File: config.mk
export PLATFORM = sky130hd
export DESIGN_NAME = alu_op_sequencer
export DESIGN_NICKNAME = d
export VERILOG_FILES = /design/src/rtl/alu_op_sequencer_pkg.sv /design/src/rtl/alu_op_sequencer_op_fifo.sv /design/src/rtl/alu_op_sequencer.sv
export SDC_FILE = /design/constraint.sdc
export NUM_CORES = 1
export LEC_CHECK = 0
export BUFFER_PORTS_ARGS = -buffer_cell sky130_fd_sc_hd__buf_2
export CAP_MARGIN = 20
export CORE_ASPECT_RATIO = 0.7
export CORE_MARGIN = 5
export CORE_UTILIZATION = 52
export DETAILED_ROUTE_END_ITERATION = 10
export PLACE_DENSITY = 0.7
export SETUP_SLACK_MARGIN = 0.5
export SYNTH_ARGS = -nofsm -noshare
export SYNTH_HDL_FRONTEND = slang
export SYNTH_SLANG_ARGS = --single-unit
File: constraint.sdc
create_clock -name CLK -period 3.65 [get_ports CLK]
set_input_delay 1.095 -clock CLK [delete_from_list [all_inputs] [get_ports CLK]]
set_output_delay 1.095 -clock CLK [all_outputs]
set_load 0.05 [all_outputs]
File: src/rtl/alu_op_sequencer_pkg.sv
// Shared definitions for the ALU op sequencer: instruction layout, FSM states
// and the ALU function codes understood by the downstream datapath.
package alu_op_sequencer_pkg;

    localparam int INSTR_W    = 14;
    localparam int LAST_BIT   = 13;
    localparam int ALUSEL_MSB = 12;
    localparam int ALUSEL_LSB = 10;
    localparam int SELA_BIT   = 9;
    localparam int SELB_BIT   = 8;
    localparam int OPA_MSB    = 7;
    localparam int OPA_LSB    = 4;
    localparam int OPB_MSB    = 3;
    localparam int OPB_LSB    = 0;

    localparam logic [2:0] ALU_ADD    = 3'd0;
    localparam logic [2:0] ALU_SUB    = 3'd1;
    localparam logic [2:0] ALU_AND    = 3'd2;
    localparam logic [2:0] ALU_OR     = 3'd3;
    localparam logic [2:0] ALU_XOR    = 3'd4;
    localparam logic [2:0] ALU_NOT    = 3'd5;
    localparam logic [2:0] ALU_PASS_A = 3'd6;
    localparam logic [2:0] ALU_PASS_B = 3'd7;

    typedef enum logic [1:0] {
        S_IDLE  = 2'd0,
        S_ISSUE = 2'd1,
        S_WAIT  = 2'd2,
        S_DONE  = 2'd3
    } state_e;

    typedef struct packed {
        logic       last;
        logic [2:0] alu_sel;
        logic       sel_a;
        logic       sel_b;
        logic [3:0] op_a;
        logic [3:0] op_b;
    } instr_t;

    function automatic instr_t decode_instr(input logic [INSTR_W-1:0] w);
        instr_t i;
        i.last    = w[LAST_BIT];
        i.alu_sel = w[ALUSEL_MSB:ALUSEL_LSB];
        i.sel_a   = w[SELA_BIT];
        i.sel_b   = w[SELB_BIT];
        i.op_a    = w[OPA_MSB:OPA_LSB];
        i.op_b    = w[OPB_MSB:OPB_LSB];
        return i;
    endfunction

endpackage

File: src/rtl/alu_op_sequencer_op_fifo.sv
// Circular instruction buffer with occupancy count; push and pop are ignored
// when full or empty respectively.
module op_fifo #(
    parameter int DEPTH = 8,
    parameter int W     = 14
) (
    input  logic         clk,
    input  logic         rst,
    input  logic         push,
    input  logic [W-1:0] push_data,
    input  logic         pop,
    output logic [W-1:0] head,
    output logic         full,
    output logic         empty
);

    localparam int AW = $clog2(DEPTH);
    localparam int CW = AW + 1;

    logic [W-1:0]  mem [DEPTH];
    logic [AW-1:0] wr_ptr_q, wr_ptr_d;
    logic [AW-1:0] rd_ptr_q, rd_ptr_d;
    logic [CW-1:0] count_q, count_d;
    logic          push_ok, pop_ok;

    assign full    = (count_q == CW'(DEPTH));
    assign empty   = (count_q == '0);
    assign push_ok = push && !full;
    assign pop_ok  = pop && !empty;
    assign head    = mem[rd_ptr_q];

    // NOTE: every signal gets a default first so no path leaves it unassigned (no latch).
    always_comb begin
        wr_ptr_d = wr_ptr_q;
        rd_ptr_d = rd_ptr_q;
        count_d  = count_q;
        if (push_ok) wr_ptr_d = wr_ptr_q + AW'(1);
        if (pop_ok)  rd_ptr_d = rd_ptr_q + AW'(1);
        if (push_ok && !pop_ok)      count_d = count_q + CW'(1);
        else if (pop_ok && !push_ok) count_d = count_q - CW'(1);
    end

    // NOTE: sequential state uses non-blocking assignments so all flops update together.
    always_ff @(posedge clk or posedge rst) begin
        if (rst) begin
            wr_ptr_q <= '0;
            rd_ptr_q <= '0;
            count_q  <= '0;
        end else begin
            wr_ptr_q <= wr_ptr_d;
            rd_ptr_q <= rd_ptr_d;
            count_q  <= count_d;
        end
    end

    // NOTE: storage is not reset; count_q alone decides which entries are valid.
    always_ff @(posedge clk) begin
        if (push_ok) mem[wr_ptr_q] <= push_data;
    end

endmodule

File: src/rtl/alu_op_sequencer.sv
// Issues buffered ALU micro-instructions to the datapath one at a time,
// spaced by the datapath pipeline latency, and reports completion.
module alu_op_sequencer
    import alu_op_sequencer_pkg::*;
#(
    parameter int DEPTH      = 8,
    parameter int DP_LATENCY = 3,
    parameter int IW         = INSTR_W
) (
    input  logic          CLK,
    input  logic          Reset,
    input  logic          wr_en,
    input  logic [IW-1:0] wr_data,
    output logic          wr_full,
    input  logic          start,
    output logic          busy,
    output logic          done,
    output logic          err,
    output logic [3:0]    issued,
    output logic [3:0]    Operand_A,
    output logic [3:0]    Operand_B,
    output logic          Sel_A,
    output logic          Sel_B,
    output logic [2:0]    ALU_SEL,
    output logic          dp_load
);

    localparam int CW = (DP_LATENCY > 1) ? $clog2(DP_LATENCY) : 1;

    state_e        state_q, state_d;
    logic [CW-1:0] cnt_q, cnt_d;
    logic          last_q, last_d;
    logic          busy_q, busy_d;
    logic          done_q, done_d;
    logic          err_q, err_d;
    logic [3:0]    issued_q, issued_d, issued_base;
    logic [3:0]    op_a_q, op_a_d, op_b_q, op_b_d;
    logic          sel_a_q, sel_a_d, sel_b_q, sel_b_d;
    logic [2:0]    alu_sel_q, alu_sel_d;
    logic          dp_load_q, dp_load_d;

    logic          fifo_pop, fifo_empty;
    logic [IW-1:0] fifo_head;
    instr_t        head_i;
    logic          issue_now, decide_now, finish_now;

    op_fifo #(.DEPTH(DEPTH), .W(IW)) u_fifo (
        .clk       (CLK),
        .rst       (Reset),
        .push      (wr_en && !busy_q),
        .push_data (wr_data),
        .pop       (fifo_pop),
        .head      (fifo_head),
        .full      (wr_full),
        .empty     (fifo_empty)
    );

    assign head_i = decode_instr(fifo_head);

    always_comb begin
        state_d     = state_q;
        cnt_d       = cnt_q;
        last_d      = last_q;
        busy_d      = busy_q;
        done_d      = 1'b0;
        err_d       = err_q;
        issued_d    = issued_q;
        issued_base = issued_q;
        op_a_d      = op_a_q;
        op_b_d      = op_b_q;
        sel_a_d     = sel_a_q;
        sel_b_d     = sel_b_q;
        alu_sel_d   = alu_sel_q;
        dp_load_d   = 1'b0;
        fifo_pop    = 1'b0;
        issue_now   = 1'b0;
        decide_now  = 1'b0;
        finish_now  = 1'b0;

        case (state_q)
            S_IDLE: begin
                if (start && !fifo_empty) begin
                    issue_now   = 1'b1;
                    err_d       = 1'b0;
                    issued_base = '0;
                end
            end
            S_ISSUE: begin
                if (DP_LATENCY == 1) begin
                    decide_now = 1'b1;
                end else begin
                    state_d = S_WAIT;
                    cnt_d   = CW'(DP_LATENCY - 1);
                end
            end
            S_WAIT: begin
                if (cnt_q <= CW'(1)) decide_now = 1'b1;
                else                 cnt_d = cnt_q - CW'(1);
            end
            S_DONE:  state_d = S_IDLE;
            default: state_d = S_IDLE;
        endcase

        // End of a latency window: finish on last, issue the next entry, or flag underrun.
        if (decide_now) begin
            if (last_q) begin
                finish_now = 1'b1;
            end else if (!fifo_empty) begin
                issue_now = 1'b1;
            end else begin
                err_d      = 1'b1;
                finish_now = 1'b1;
            end
        end

        // Outputs are loaded on entry to ISSUE so dp_load is high during the ISSUE cycle.
        if (issue_now) begin
            state_d   = S_ISSUE;
            busy_d    = 1'b1;
            dp_load_d = 1'b1;
            fifo_pop  = 1'b1;
            last_d    = head_i.last;
            op_a_d    = head_i.op_a;
            op_b_d    = head_i.op_b;
            sel_a_d   = head_i.sel_a;
            sel_b_d   = head_i.sel_b;
            alu_sel_d = head_i.alu_sel;
            issued_d  = (issued_base == 4'hF) ? 4'hF : issued_base + 4'd1;
        end

        if (finish_now) begin
            state_d = S_DONE;
            busy_d  = 1'b0;
            done_d  = 1'b1;
        end
    end

    always_ff @(posedge CLK or posedge Reset) begin
        if (Reset) begin
            state_q   <= S_IDLE;
            cnt_q     <= '0;
            last_q    <= 1'b0;
            busy_q    <= 1'b0;
            done_q    <= 1'b0;
            err_q     <= 1'b0;
            issued_q  <= '0;
            op_a_q    <= '0;
            op_b_q    <= '0;
            sel_a_q   <= 1'b0;
            sel_b_q   <= 1'b0;
            alu_sel_q <= '0;
            dp_load_q <= 1'b0;
        end else begin
            state_q   <= state_d;
            cnt_q     <= cnt_d;
            last_q    <= last_d;
            busy_q    <= busy_d;
            done_q    <= done_d;
            err_q     <= err_d;
            issued_q  <= issued_d;
            op_a_q    <= op_a_d;
            op_b_q    <= op_b_d;
            sel_a_q   <= sel_a_d;
            sel_b_q   <= sel_b_d;
            alu_sel_q <= alu_sel_d;
            dp_load_q <= dp_load_d;
        end
    end

    assign busy      = busy_q;
    assign done      = done_q;
    assign err       = err_q;
    assign issued    = issued_q;
    assign Operand_A = op_a_q;
    assign Operand_B = op_b_q;
    assign Sel_A     = sel_a_q;
    assign Sel_B     = sel_b_q;
    assign ALU_SEL   = alu_sel_q;
    assign dp_load   = dp_load_q;

endmodule

==> flow_metrics.env <==
export IMPL_finalSetupViolCount=0
export IMPL_grt_max_degree=25
export IMPL_ys_types=49
export IMPL_ys_top_cells_by_area="edfxtp_1 (57%), dfrtp_1 (15%), mux4_2 (11%)"
export IMPL_slew_headroom_pct=31.45
export IMPL_dp_cells=522
export IMPL_crit_arrival_ns=3.16
export IMPL_min_delay_start="err$_DFF_PP0_"
export IMPL_ir_drop_uv=469.1
export IMPL_coreArea_mm2=0.01109
export IMPL_postRouteAntennaNets=0
export IMPL_grt_pass1_wl_um=17640
export IMPL_ys_warn_count=0
export IMPL_numCtsBuffers=17
export IMPL_htree_num_levels=4
export IMPL_fillers=801
export IMPL_ys_flop_type="edfxtp_1"
export IMPL_syn_cell_area_mm2=0.005942
export IMPL_finalNonFillerCells=554
export IMPL_cts_buffer_depth=2
export IMPL_routedWlPerCell_um=19.95
export IMPL_skew_ns=0.009309
export IMPL_path_class="in -> reg"
export IMPL_cellLeakagePower_nw=2.510
export IMPL_cp_start_kind="input port"
export IMPL_comb_power_share_pct=34.9
export IMPL_hold_class="reg -> reg"
export IMPL_dr_first_iter_drc_count=280
export IMPL_portBuffers=39
export IMPL_internal_power_mw=3.822
export IMPL_dp_hpwl_um=7395
export IMPL_synth_edf_count=112
export IMPL_syn_to_final_growth_pct=16.47
export IMPL_hold_depth=1
export IMPL_yosys_cell_count_top_type="edfxtp_1"
export IMPL_status="completed"
export IMPL_utilization_pct=62.40
export IMPL_postSynthCellCount=329
export IMPL_p_sw_share_pct=36.59
export IMPL_initial_core_util_pct=53.58
export IMPL_fp_dieW_um=137.8
export IMPL_clock_sinks=148
export IMPL_cp_slowest_cell="a2111oi_2"
export IMPL_synth_common_cells="edfxtp_1 (112), dfrtp_1 (36), a21oi_1 (32)"
export IMPL_power_mw=6.028
export IMPL_synth_xor_area_share_pct=0.8844
export IMPL_grt_pass1_vias=3083
export IMPL_synth_top_family_by_area="multiplexers"
export IMPL_path_cells="buf_2 > nor2b_1 > a31o_1 > nand2_4 > ha_4 > inv_2 > ha_1 > a21o_1 > a2111oi_2 > a31oi_1 > a221o_1"
export IMPL_postSynthAreaPerCell_um2=18.06
export IMPL_post_cts_buffers=0
export IMPL_layout_nets=414
export IMPL_drv_cap=0
export IMPL_setup_tns_ns=0
export IMPL_period_share_pct=78.68
export IMPL_cp_data_required_time_ns=3.94
export IMPL_timing_rr_end="u_fifo.count_q[3]$_DFFE_PP0P_"
export IMPL_powerDensity_mw_per_mm2=871.1
export IMPL_path_clk_slew_ns=0.06
export IMPL_grtUsageTotal_pct=17.81
export IMPL_vias_per_cell=5.641
export IMPL_cts_tree="built"
export IMPL_reg2reg_from="cnt_q[0]$_DFFE_PP0P_"
export IMPL_synthArstFlopShare_pct=24.32
export IMPL_yosys_register_bits=148
export IMPL_critPathMaxStageDelay_ns=0.36
export IMPL_route_detailed_drc=0
export IMPL_p_sw_mw=2.206
export IMPL_cp_max_fo=5
export IMPL_synthAdderAreaFrac_pct=1.811
export IMPL_ios=40
export IMPL_endpoint_kind="flop"
export IMPL_pwr_share_clk_pct=24.8
export IMPL_ys_seq_area_share_pct=71.76
export IMPL_worst_pin_slew_ns=1.028
export IMPL_via_count=3125
export IMPL_die_height_um=99.44
export IMPL_antenna_found_initial=0
export IMPL_report_final_slew_viol_count=0
export IMPL_hold_violations=0
export IMPL_placed_cell_area_mm2=0.006401
export IMPL_rsz0062_at_grt="false"
export IMPL_clock_latency_ns=0.41
export IMPL_cts_resized=0
export IMPL_r2r_worst_path_cells=11
export IMPL_hold_end="err$_DFF_PP0_"
export IMPL_holdWs_ns=0.5120
export IMPL_num_rows=32
export IMPL_ctsHoldBuffers=0
export IMPL_seqPwrFrac_pct=40.2
export IMPL_fmax_mhz=348.2
export IMPL_synth_compound_area_share_pct=5.033
export IMPL_fin_ws_ns=0.7783
export IMPL_yosys_area_top_type="edfxtp_1"
export IMPL_synthMuxAreaShare_pct=13.86
export IMPL_gr_total_overflow=0
export IMPL_r2r_slack_ns=0.79
export IMPL_yosys_area_top_type_share_pct=56.60
export IMPL_final_area_mm2=0.006920
export IMPL_min_period_ns=2.872
export IMPL_drt_wl_total_um=11050
export IMPL_root_buffer="clkbuf_16"
export IMPL_place_congestion=0.7517
export IMPL_synth_simple_area_share_pct=4.654
export IMPL_mappedNetlistNets=355
export IMPL_drive_gt1_share_pct=31.92
export IMPL_first_pass_iters=4
export IMPL_fp_dieArea_mm2=0.01370
export IMPL_post_place_ws_ns=0.3858
export IMPL_n_antenna_cell=0
==> logic make-up (layout without fill, tap and decap cells) <==
kind of cell,count (synthesis),after routing
adder cells (fa/ha/maj),8,8
multiplexers,46,46
flip-flops,148,148
AND/OR/NAND/NOR,47,47
XOR/XNOR,6,6
AO/OA/AOI/OAI,51,51
buffers and inverters,23,95
==> placed cells by master, fill, tap and decap left out, types with 2 or more instances in the layout <==
master        n
clkinv_4      4
edfxtp_1    112
buf_4        16
and2_1        2
clkinv_2      5
ha_1          6
o21ai_1       2
nor2_1        9
nand3_1       4
mux2_4        2
nand2b_1      5
dfrtp_1      35
o21ai_0       3
nor2b_1       3
mux2i_1      14
mux4_2       28
a21oi_1      32
inv_1         6
a31oi_1       2
clkbuf_16    17
buf_2        39
xnor2_1       5
or3_1         2
nor3_2        2
clkinvlp_4    3
nor3_1        3
clkinv_1      3
a21o_1        2
nand2_1       8
==> sequential cells by signal, summed over array words and instances, names as in the netlist <==
name	count
dp_load	1
u_fifo.wr_ptr_q	3
done	1
state_q	2
last_q	1
Operand_B	4
issued	4
ALU_SEL	3
u_fifo.count_q	4
Sel_B	1
Operand_A	4
u_fifo.rd_ptr_q	3
busy	1
err	1
u_fifo.mem	112
cnt_q	2
Sel_A	1
==> per-layer routing <==
metal / track usage [%] / vias to the layer above / share of wire (%)
li1: - / 1424 / -
met1: 25.91 / 1611 / 45
met2: 26.35 / 85 / 49
met3: 5.207 / 5 / 5.9
met4: 5.467 / 0 / 0.45
met5: 0 / - / 0
==> critical path, delay by kind of cell <==
family	cells	cell delay, ns
compound gates	5	1.20
fa+ha+maj	2	0.43
buf+inv	2	0.17
simple gates	2	0.25
==> final cells by class <==
cell class	count	area, µm²	share of cell area (%)
inverters	8	32.53	0.4701
clock buffers	17	425.4	6.147
repair buffers	55	315.3	4.556
well taps	153	191.4	2.766
flip-flops and latches	148	4265	61.63
multi-input cells	158	1597	23.07
clock inverters	15	93.84	1.356
==> worst max path at each step <==
stage,startpoint,to,depth (start not counted)
3_5_place_dp,start,u_fifo.count_q[3]$_DFFE_PP0P_,11
5_1_grt,cnt_q[1]$_DFFE_PP0P_,u_fifo.count_q[3]$_DFFE_PP0P_,12
6_report,start,u_fifo.count_q[3]$_DFFE_PP0P_,11
3_3_place_gp,start,u_fifo.count_q[3]$_DFFE_PP0P_,11
4_1_cts,cnt_q[0]$_DFFE_PP0P_,u_fifo.count_q[3]$_DFFE_PP0P_,11
2_1_floorplan,start,u_fifo.count_q[3]$_DFFE_PP0P_,11
==> power by group through the flow <==
stage / combinational [mW] / sequential [mW] / clock, mW
floorplan: 1.36 / 2.66 / 0
global placement: 2.06 / 2.45 / 0
detailed placement: 2.11 / 2.46 / 0
CTS: 2.13 / 2.43 / 1.53
global route: 2.29 / 2.48 / 1.61
finish: 2.11 / 2.42 / 1.50
Note: power is estimated with default switching activity, not from simulation.
